### config.mk
export PLATFORM = sky130hd
export DESIGN_NAME = iob2axi_rd_mb
export DESIGN_NICKNAME = d
export VERILOG_FILES = /design/src/rtl/iob2axi_rd_mb_pkg.sv /design/src/rtl/iob2axi_burst_calc.sv /design/src/rtl/iob2axi_rd_mb.sv
export SDC_FILE = /design/constraint.sdc
export NUM_CORES = 1
export LEC_CHECK = 0
export CELL_PAD_IN_SITES_DETAIL_PLACEMENT = 1
export CELL_PAD_IN_SITES_GLOBAL_PLACEMENT = 1
export CORE_MARGIN = 2
export CORE_UTILIZATION = 30
export DETAILED_ROUTE_END_ITERATION = 7
export GPL_ROUTABILITY_DRIVEN = 0
export GPL_TIMING_DRIVEN = 0
export HOLD_SLACK_MARGIN = 0.03
export PLACE_DENSITY = 0.85
export SYNTH_ARGS = -nofsm -noshare
export SYNTH_HDL_FRONTEND = slang
export SYNTH_HIERARCHICAL = 1
export SYNTH_SLANG_ARGS = --single-unit
### constraint.sdc
create_clock -name i_clk -period 4.9 [get_ports i_clk]
set_clock_uncertainty 0.15 [all_clocks]
set_input_delay 0.735 -clock i_clk [delete_from_list [all_inputs] [get_ports i_clk]]
set_output_delay 0.735 -clock i_clk [all_outputs]
set_load 0.02 [all_outputs]
### src/rtl/iob2axi_rd_mb_pkg.sv
// iob2axi_rd_mb_pkg: shared AXI field widths, fixed AXI attribute values and bridge state encoding
package iob2axi_rd_mb_pkg;
    localparam int AXI_LEN_W   = 8;
    localparam int AXI_SIZE_W  = 3;
    localparam int AXI_BURST_W = 2;
    localparam int AXI_LOCK_W  = 2;
    localparam int AXI_CACHE_W = 4;
    localparam int AXI_PROT_W  = 3;
    localparam int AXI_QOS_W   = 4;
    localparam int AXI_RESP_W  = 2;
    localparam logic [AXI_BURST_W-1:0] BURST_INCR       = 2'd1;
    localparam logic [AXI_CACHE_W-1:0] CACHE_MODIFIABLE = 4'd2;
    localparam logic [AXI_PROT_W-1:0]  PROT_DEFAULT     = 3'd2;
    localparam int BOUNDARY_4K = 4096;
    localparam int BOUNDARY_W  = 12;
    typedef enum logic [1:0] {
        S_IDLE = 2'd0,
        S_ADDR = 2'd1,
        S_DATA = 2'd2
    } state_t;
endpackage

### src/rtl/iob2axi_burst_calc.sv
// iob2axi_burst_calc: size of the next INCR burst from the current address and remaining words
// Ports:
//   i_addr_lo  byte address bits below the 4 KB boundary (beat aligned)
//   i_rem      words still to transfer
//   o_beats    beats in the next burst = min(rem, MAX_BURST_LEN, words to 4 KB)
//   o_arlen    AXI arlen = beats - 1
module iob2axi_burst_calc
    import iob2axi_rd_mb_pkg::*;
#(
    parameter int DATA_W        = 32,
    parameter int LEN_W         = 16,
    parameter int MAX_BURST_LEN = 256
) (
    input  logic [BOUNDARY_W-1:0] i_addr_lo,
    input  logic [LEN_W-1:0]      i_rem,
    output logic [8:0]            o_beats,
    output logic [AXI_LEN_W-1:0]  o_arlen
);
    localparam int SIZE = $clog2(DATA_W / 8);
    localparam int CW   = (LEN_W > BOUNDARY_W + 1) ? LEN_W : BOUNDARY_W + 1;
    logic [BOUNDARY_W:0] w_to4k;
    logic [BOUNDARY_W:0] w_cap;
    // 13 bits so that a page-aligned address yields the full 4096 bytes
    assign w_to4k  = (13'(BOUNDARY_4K) - {1'b0, i_addr_lo}) >> SIZE;
    assign w_cap   = (13'(MAX_BURST_LEN) < w_to4k) ? 13'(MAX_BURST_LEN) : w_to4k;
    assign o_beats = (CW'(i_rem) < CW'(w_cap)) ? 9'(i_rem) : 9'(w_cap);
    assign o_arlen = 8'(o_beats - 9'd1);
endmodule

### src/rtl/iob2axi_rd_mb.sv
// iob2axi_rd_mb: AXI4 read master splitting one native read transfer into 4 KB-safe INCR bursts
// Ports:
//   i_clk, i_rst (synchronous, active low)
//   i_run/i_addr/i_length  transfer command, taken while o_ready=1
//   o_ready/o_error        idle flag and sticky error of the last transfer
//   i_s_valid/i_s_addr     native consumer ready (address unused)
//   o_s_rdata/o_s_ready    read word and its one-cycle valid pulse
//   o_m_axi_ar* / i_m_axi_arready        AXI read address channel
//   i_m_axi_r* / o_m_axi_rready          AXI read data channel
module iob2axi_rd_mb
    import iob2axi_rd_mb_pkg::*;
#(
    parameter int ADDR_W        = 32,
    parameter int DATA_W        = 32,
    parameter int AXI_ADDR_W    = ADDR_W,
    parameter int AXI_ID_W      = 1,
    parameter int LEN_W         = 16,
    parameter int MAX_BURST_LEN = 256
) (
    input  logic                   i_clk,
    input  logic                   i_rst,
    input  logic                   i_run,
    input  logic [AXI_ADDR_W-1:0]  i_addr,
    input  logic [LEN_W-1:0]       i_length,
    output logic                   o_ready,
    output logic                   o_error,
    input  logic                   i_s_valid,
    input  logic [ADDR_W-1:0]      i_s_addr,
    output logic [DATA_W-1:0]      o_s_rdata,
    output logic                   o_s_ready,
    output logic [AXI_ID_W-1:0]    o_m_axi_arid,
    output logic [AXI_ADDR_W-1:0]  o_m_axi_araddr,
    output logic [AXI_LEN_W-1:0]   o_m_axi_arlen,
    output logic [AXI_SIZE_W-1:0]  o_m_axi_arsize,
    output logic [AXI_BURST_W-1:0] o_m_axi_arburst,
    output logic [AXI_LOCK_W-1:0]  o_m_axi_arlock,
    output logic [AXI_CACHE_W-1:0] o_m_axi_arcache,
    output logic [AXI_PROT_W-1:0]  o_m_axi_arprot,
    output logic [AXI_QOS_W-1:0]   o_m_axi_arqos,
    output logic                   o_m_axi_arvalid,
    input  logic                   i_m_axi_arready,
    input  logic [AXI_ID_W-1:0]    i_m_axi_rid,
    input  logic [DATA_W-1:0]      i_m_axi_rdata,
    input  logic [AXI_RESP_W-1:0]  i_m_axi_rresp,
    input  logic                   i_m_axi_rlast,
    input  logic                   i_m_axi_rvalid,
    output logic                   o_m_axi_rready
);
    localparam int SIZE = $clog2(DATA_W / 8);
    state_t                 r_state;
    logic [AXI_ADDR_W-1:0]  r_addr;
    logic [LEN_W-1:0]       r_rem;
    logic [AXI_LEN_W-1:0]   r_burst_len;
    logic [AXI_LEN_W-1:0]   r_beat_cnt;
    logic [8:0]             r_beats;
    logic                   r_ready;
    logic                   r_error;
    logic                   r_arvalid;
    logic                   r_s_ready;
    logic [DATA_W-1:0]      r_s_rdata;
    logic [8:0]             w_beats;
    logic [AXI_LEN_W-1:0]   w_arlen;
    logic                   w_beat;
    logic                   w_last;
    logic                   w_unused;

    iob2axi_burst_calc #(
        .DATA_W        (DATA_W),
        .LEN_W         (LEN_W),
        .MAX_BURST_LEN (MAX_BURST_LEN)
    ) u_calc (
        .i_addr_lo (r_addr[BOUNDARY_W-1:0]),
        .i_rem     (r_rem),
        .o_beats   (w_beats),
        .o_arlen   (w_arlen)
    );

    assign w_beat   = (r_state == S_DATA) & i_m_axi_rvalid & i_s_valid;
    assign w_last   = r_beat_cnt == r_burst_len;
    assign w_unused = ^{i_s_addr, i_m_axi_rid};

    always_ff @(posedge i_clk) begin
        if (!i_rst) begin
            r_state     <= S_IDLE;
            r_addr      <= '0;
            r_rem       <= '0;
            r_burst_len <= '0;
            r_beat_cnt  <= '0;
            r_beats     <= '0;
            r_ready     <= 1'b1;
            r_error     <= 1'b0;
            r_arvalid   <= 1'b0;
            r_s_ready   <= 1'b0;
            r_s_rdata   <= '0;
        end else begin
            r_s_ready <= w_beat;
            if (w_beat)
                r_s_rdata <= i_m_axi_rdata;
            case (r_state)
                S_IDLE: if (i_run) begin
                    r_addr  <= (i_addr >> SIZE) << SIZE;
                    r_rem   <= i_length;
                    r_error <= 1'b0;
                    if (|i_length) begin
                        r_state   <= S_ADDR;
                        r_arvalid <= 1'b1;
                        r_ready   <= 1'b0;
                    end
                end
                S_ADDR: if (i_m_axi_arready) begin
                    r_arvalid   <= 1'b0;
                    r_burst_len <= w_arlen;
                    r_beats     <= w_beats;
                    r_beat_cnt  <= '0;
                    r_state     <= S_DATA;
                end
                S_DATA: if (w_beat) begin
                    // rlast disagreeing with our own count flags an error either way; the count wins
                    if (|i_m_axi_rresp || (i_m_axi_rlast != w_last))
                        r_error <= 1'b1;
                    r_beat_cnt <= r_beat_cnt + 8'd1;
                    if (w_last) begin
                        r_rem  <= r_rem - LEN_W'(r_beats);
                        r_addr <= r_addr + (AXI_ADDR_W'(r_beats) << SIZE);
                        if (r_rem == LEN_W'(r_beats)) begin
                            r_state <= S_IDLE;
                            r_ready <= 1'b1;
                        end else begin
                            r_state   <= S_ADDR;
                            r_arvalid <= 1'b1;
                        end
                    end
                end
                default: r_state <= S_IDLE;
            endcase
        end
    end

    assign o_ready         = r_ready;
    assign o_error         = r_error;
    assign o_s_rdata       = r_s_rdata;
    assign o_s_ready       = r_s_ready;
    assign o_m_axi_arid    = '0;
    assign o_m_axi_araddr  = r_addr;
    assign o_m_axi_arlen   = w_arlen;
    assign o_m_axi_arsize  = AXI_SIZE_W'(SIZE);
    assign o_m_axi_arburst = BURST_INCR;
    assign o_m_axi_arlock  = '0;
    assign o_m_axi_arcache = CACHE_MODIFIABLE;
    assign o_m_axi_arprot  = PROT_DEFAULT;
    assign o_m_axi_arqos   = '0;
    assign o_m_axi_arvalid = r_arvalid;
    assign o_m_axi_rready  = (r_state == S_DATA) & i_s_valid;
endmodule
==> impl_metrics.ini, run 1 <==
[clock_network]
root_buffer = clkbuf_16
htreeDepth = 3
numCtsBuffers = 9
hold_buffers = 0
cts_sinks = 109
cts.clk_slew.worst_paths_ps = 80
cts_tree = built
clkLatencyLatePin_ps = 370
clockBufferDepth = 2

[worst_setup_path]
critical_path.top_delay_family = simple AND/OR/NAND/NOR gates
crit_chain = or4_4, or4_4, nor2_4, nand3b_4, ha_4, a21oi_2, o21ai_2, a221oi_2, o21ai_2, buf_6, mux2i_4, ha_4, nand4_1, o21a_1, o221ai_2, mux2i_2, buf_4
r2r_cells = 20
arrival_ps = 4330
critPathMaxStageDelay_ps = 540
startpoint_type = flop
slowest_stage = or4_4
crit_fanout = 5
cp.depth = 17
crit_required_ps = 4010
timing.rr.start = o_m_axi_araddr[3]
cp_num_buf_inv = 2
crit_start = o_m_axi_araddr[3]
critPathCaptureType = primary output
reg2reg_slack_ps = 460
crit_type = reg -> out

[synth]
ys_ff_latch = 109
synth_commonest_cells = 175 x nand2_1, 109 x dfxtp_1, 99 x a21oi_1
synth_ff_type = dfxtp_1
yosys.area_share.simple_pct = 24.4
yosys_warnings = 6
yosys.area.top_type = dfxtp_1
ys_async_sr_fraction_pct = 0
synthesis.area_um2 = 6910
synth_mux_area_share_pct = 1.45
ys_seq_area_share_pct = 31.6
avgSynthCellArea_um2 = 7.61
synth_top_family_by_area = compound AO/OA/AOI/OAI gates
yosys.cell_count.top_type = nand2_1
synth_compound_area_share_pct = 24.4
synthCells = 909
yosysUniqueCellTypes = 84
synth_top_area_share_pct = 31.6
synth_edf_count = 0
synth-xor-area-share_pct = 4.94
synth_adder_area_share_pct = 6.01
ys_top_cells_by_area = dfxtp_1 32%, nand2_1 9.5%, a21oi_1 7.2%

[global_route]
met3_usage_pct = 3.17
grt_usage_pct = 23.1
met2_usage_pct = 38.9
top_usage_layer = met2
grt-ovfl-total = 0
grt_max_degree = 20
antenna_found_initial = 0
grt_use_met1_pct = 27.7
grt_pass1_wl_um = 43900
grt_pass1_vias = 8073

[route]
drtAntennaViolNets = 0
post_drt_wl_per_cell_um = 20.3
wl_um = 28800
drc = 0
vias = 7833
drt_iter0_drc = 519
via_per_inst = 5.54
drt_pass1_iterations = 4

[final_layout]
multi_input_area_um2 = 4520
layout.nets = 1279
seq_area_um2 = 2200
fill_cells = 2720
synthToLayoutAreaGrowth_pct = 38.7
drive_gt1_share_pct = 11.0
post-route-util_pct = 42.3
diodes = 0

[worst_hold_path]
hold_start = o_m_axi_arvalid
whs_path_depth = 2
min_path_type = reg -> reg

[place]
portBuffers = 160
dp_hpwl_um = 21000

[floorplanning]
core_um2 = 22600
initial_core_util_pct = 30.5
dieArea_um2 = 24300
ios = 218
chipWidth_um = 156
rows = 55
fp.dieH_um = 156

[power]
p_leak_uw = 0.00359
ir_worst_vdd_uv = 199
p_per_area_nw_per_um2 = 294
fin_total_pwr_uw = 2820

[sta]
min_period_ps = 5210
rsz0062_at_grt = yes
finalHoldViolations = 0
setup_ws_ps = -314
fin_crit_sh_pct = 106
max_slew_margin_pct = 44.8
fmax_mhz = 192
drv_slew = 0
tns_ps = -659
setup_viol = 3
worst_slew_pin_slew_ps = 828

[run]
drv_cap = 0

[status]
status = finished with violations
violations = negative setup slack
==> sequential cells by signal (all words and copies together), names as in the netlist <==
name / count
o_m_axi_arvalid: 1
r_burst_len: 8
r_rem: 16
o_s_ready: 1
r_state: 2
r_beat_cnt: 8
o_error: 1
o_ready: 1
o_s_rdata: 32
o_m_axi_araddr: 30
r_beats: 9
==> logic make-up after synthesis <==
logic type               after synthesis
XOR/XNOR                              39
flip-flops                           109
buffers and inverters                 97
multiplexers                          10
AND/OR/NAND/NOR                      363
adder cells (fa/ha/maj)               32
AO/OA/AOI/OAI                        256
other                                  3
==> per-stage QoR <==
step / cell area (µm²) / instances / setup slack, ps / hold WS [ps]
after global routing: 9590 / 1415 / -460 / 331
final: 9590 / 1415 / -314 / 296
after detailed placement: 9010 / 1384 / -999 / 288
after floorplan: 7050 / 939 / 5.73 / 298
after CTS: 9510 / 1411 / -250 / 298
after global placement: 9010 / 1384 / -880 / 288
==> final cells by class <==
| class | instances | share of cell area, % |
|---|---|---|
| Buffer | 66 | 4.02 |
| Clock inverter | 6 | 0.796 |
| Timing Repair Buffer | 177 | 17.9 |
| Inverter | 29 | 1.14 |
| Multi-Input combinational cell | 733 | 47.1 |
| Clock buffer | 10 | 2.39 |
| Sequential cell | 109 | 22.9 |
| Tap cell | 285 | 3.72 |
==> metal layers <==
layer / share of wire [%] / vias up
li1: - / 3632
met5: 0 / -
met4: 6.3 / 0
met2: 48 / 281
met1: 41 / 3823
met3: 4.6 / 97
==> worst paths after layout <==
| path | end |
|---|---|
| setup / recovery | o_m_axi_arlen[4] |
| hold / removal | o_m_axi_arvalid |
| hold reg to reg | o_m_axi_arvalid |
| setup reg to reg | r_burst_len[4] |
==> placed cells by master (no fill, tap or decap), types with 9 or more instances in the layout <==
cell,Yosys,routed
a211oi_1,15,15
a21oi_1,99,94
and2_1,9,9
and3_1,11,10
buf_4,23,41
clkbuf_1,32,30
clkbuf_16,0,9
clkdlybuf4s50_1,0,152
conb_1,3,33
dfxtp_1,109,104
ha_1,30,28
inv_1,28,28
nand2_1,175,174
nand3_1,20,19
nand4_1,11,11
nor2_1,70,70
nor3_1,20,18
nor4_1,10,10
o211ai_1,15,15
o21ai_0,30,29
xnor2_1,24,24
xor2_1,15,14
==> report_power, final <==
part / total (µW) / internal (µW) / switching (µW)
clock: 795 / 408 / 386
combinational: 999 / 441 / 558
sequential: 1030 / 943 / 86.7
total: 2820 / 1790 / 1030
==> worst min-delay path, cell delays in order (launching register included) <==
cell     delay (ps)
dfxtp_1         310
inv_1            50
a21oi_1          50
==> timing repair <==
| item | 4_1_cts | 5_1_grt |
|---|---|---|
| setup buffers | 12 | 5 |
| gates resized for setup | 47 | 22 |
| setup endpoints to repair | 8 | 8 |
| pin swaps | 11 | 8 |
(Power assumes the default switching activity.)
==> run 2: changes to the inputs <==
--- a/config.mk
+++ b/config.mk
@@ -9,6 +9,7 @@
 export CELL_PAD_IN_SITES_GLOBAL_PLACEMENT = 1
 export CORE_MARGIN = 2
 export CORE_UTILIZATION = 30
+export CTS_CLUSTER_SIZE = 28
 export DETAILED_ROUTE_END_ITERATION = 7
 export GPL_ROUTABILITY_DRIVEN = 0
 export GPL_TIMING_DRIVEN = 0
==> results of run 2 <==
No change in the layout: final DEF, timing and power equal those of run 1.
==> run 3: changes to the inputs <==
--- a/config.mk
+++ b/config.mk
@@ -12,7 +12,6 @@
 export CTS_CLUSTER_SIZE = 28
 export DETAILED_ROUTE_END_ITERATION = 7
 export GPL_ROUTABILITY_DRIVEN = 0
-export GPL_TIMING_DRIVEN = 0
 export HOLD_SLACK_MARGIN = 0.03
 export PLACE_DENSITY = 0.85
 export SYNTH_ARGS = -nofsm -noshare
==> run 3 against run 2 <==
  * The flow still finishes with violations (negative setup slack)
  * Sequential power about the same
  * Global-route usage down 1.9 points
  * Maximum frequency is 4.2% higher
  * Die area unchanged
  * Clock power shrank 7.5%
  * Worst hold slack improved by 8.0 ps
  * Via count shrank 3.7%
  * Clock-buffer cell count is 1 lower
  * Flip-flop and latch count stayed put
  * Combinational power is 4.0% lower
  * Total power down 3.9%
==> impl_metrics.ini, run 3 (synthesis results as in run 1) <==
[status]
status = finished with violations
violations = negative setup slack

[route]
wl_um = 26600
drt_pass1_iterations = 7
wl_met2_um = 13400
post_drt_wl_per_cell_um = 19.4
top_layer = met4
drc = 0
drtAntennaViolNets = 0
via_per_inst = 5.50
drt_iter0_drc = 499
vias = 7540
dr_wl_met3_um = 1250
wl_met1_um = 11100

[sta]
max_slew_margin_pct = 40.8
setup_viol = 2
drv_slew = 0
fmax_mhz = 200
setup_ws_ps = -105
fin_crit_sh_pct = 102
rsz0062_at_grt = yes
holdWs_ps = 304
finalHoldViolations = 0
worst_slew_pin_slew_ps = 878
min_period_ps = 5010

[worst_setup_path]
timing.rr.start = o_m_axi_araddr[2]
crit_chain = or4_4, or4_4, nor2_4, nand3b_4, ha_4, a21oi_4, o21ai_2, a221oi_2, o21ai_2, mux2i_1, ha_2, nand4_1, o21a_1, o221ai_2, mux2i_2, buf_4
critical_path.top_delay_family = simple AND/OR/NAND/NOR gates
critPathMaxStageDelay_ps = 530
cp.depth = 16
critPathCaptureType = primary output
reg2reg_slack_ps = 700
crit_required_ps = 4010
crit_type = reg -> out
slowest_stage = or4_4
crit_fanout = 4
arrival_ps = 4120
r2r_cells = 18
startpoint_type = flop
r2r_end = r_burst_len[4]
cp_num_buf_inv = 1

[global_route]
grt_usage_pct = 21.2
grt_max_degree = 51
grt-ovfl-total = 0
grt_pass1_vias = 7748
grt_pass1_wl_um = 41000
antenna_found_initial = 0

[worst_hold_path]
min_path_type = reg -> reg
hold_start = o_m_axi_arvalid
whs_path_depth = 2
whs_endpoint = o_m_axi_arvalid

[final_layout]
design_area_um2 = 9320
layout.nets = 1236
diodes = 0
fin_cells = 1372
fill_cells = 2738
multi_input_area_um2 = 4490
synthToLayoutAreaGrowth_pct = 34.8
final_common_cell = nand2_1
seq_area_um2 = 2180
largest_reg_flops = 32
layout_common_cells = 174 x nand2_1, 154 x clkdlybuf4s50_1, 107 x dfxtp_1
drive_gt1_share_pct = 9.84

[clock_network]
cts.clk_slew.worst_paths_ps = 80
cts_sinks = 109
hold_buffers = 0
cts_tree = built
clkLatencyLatePin_ps = 360
numCtsBuffers = 9
root_buffer = clkbuf_16
clockBufferDepth = 2
htreeDepth = 3

[place]
place_area_um2 = 8870
placedCellCount = 1347
portBuffers = 161
pre_cts_slack_ps = -511
dp_hpwl_um = 19300

[power]
ir_worst_vdd_uv = 174
p_per_area_nw_per_um2 = 291
p_leak_uw = 0.00347
fin_total_pwr_uw = 2710

[floorplanning]
chipWidth_um = 156
dieArea_um2 = 24300
rows = 55
initial_core_util_pct = 30.5
core_um2 = 22600
ios = 218
fp.dieH_um = 156

[run]
drv_cap = 0
## run 3: cell count changes in the layout (fill, tap and decap cells not counted), moves of 3 or more
cell,before,now
a21oi_2,5,2
buf_1,3,0
buf_2,4,0
buf_6,8,3
clkbuf_1,30,0
clkbuf_2,4,1
dfxtp_1,104,107
dfxtp_4,4,0
dlygate4sd2_1,0,3
## run 3: area by class of cell
cell class	instances	area share (%)
repair buffers	200	20.4
well taps	285	3.83
clock inverters	7	0.631
multi-input cells	733	48.1
flip-flops and latches	109	23.4
clock buffers	9	2.42
inverters	29	1.17
## run 3: worst max path at each step
stage | from | endpoint | slack, ps
detailed placement | o_m_axi_araddr[2] | o_m_axi_arlen[4] | -510
global route | o_m_axi_araddr[2] | o_m_axi_arlen[4] | -290
floorplan | o_m_axi_araddr[2] | o_m_axi_arlen[4] | 6
global placement | o_m_axi_araddr[2] | o_m_axi_arlen[4] | -320
CTS | o_m_axi_araddr[2] | o_m_axi_arlen[4] | -80
finish | o_m_axi_araddr[2] | o_m_axi_arlen[4] | -110
## run 3: metrics by stage
| stage | setup TNS (ps) | utilization [%] |
|---|---|---|
| final | -145 | 41.2 |
| after global routing | -562 | 41.2 |
| after CTS | -86.4 | 40.8 |
| after detailed placement | -1070 | 39.2 |
| after global placement | -638 | 39.2 |
| after floorplan | 0 | - |
## run 3: what timing repair did
action                                  CTS  global route
endpoints found under the setup margin    8             6
pin swaps                                 5             6
buffers inserted                          5             4
resized for setup                        29            15
## run 3: routing by layer
layer / vias up / global-route usage [%]
met1: 3705 / 26.0
met2: 239 / 37.6
met4: 0 / 9.13
met5: - / 0
li1: 3538 / -
met3: 58 / 2.44
## run 3: report_power, final
part | internal [µW] | switching [µW] | total (µW)
Sequential | 943 | 75.9 | 1020
Combinational | 422 | 538 | 959
Clock | 354 | 381 | 735
Total | 1720 | 994 | 2710
## run 3: worst reg2reg max path: stages, from the launching register on
cell,delay (ps)
dfxtp_2,320
or4_4,530
or4_4,470
nor2_4,120
nand3b_4,150
ha_4,220
a21oi_4,160
o21ai_2,90
a221oi_2,300
o21ai_2,160
mux2i_1,220
ha_2,250
nand4_1,130
o21a_1,220
o221ai_2,150
mux2i_2,100
buf_4,140
nand2_1,90
a21oi_1,80
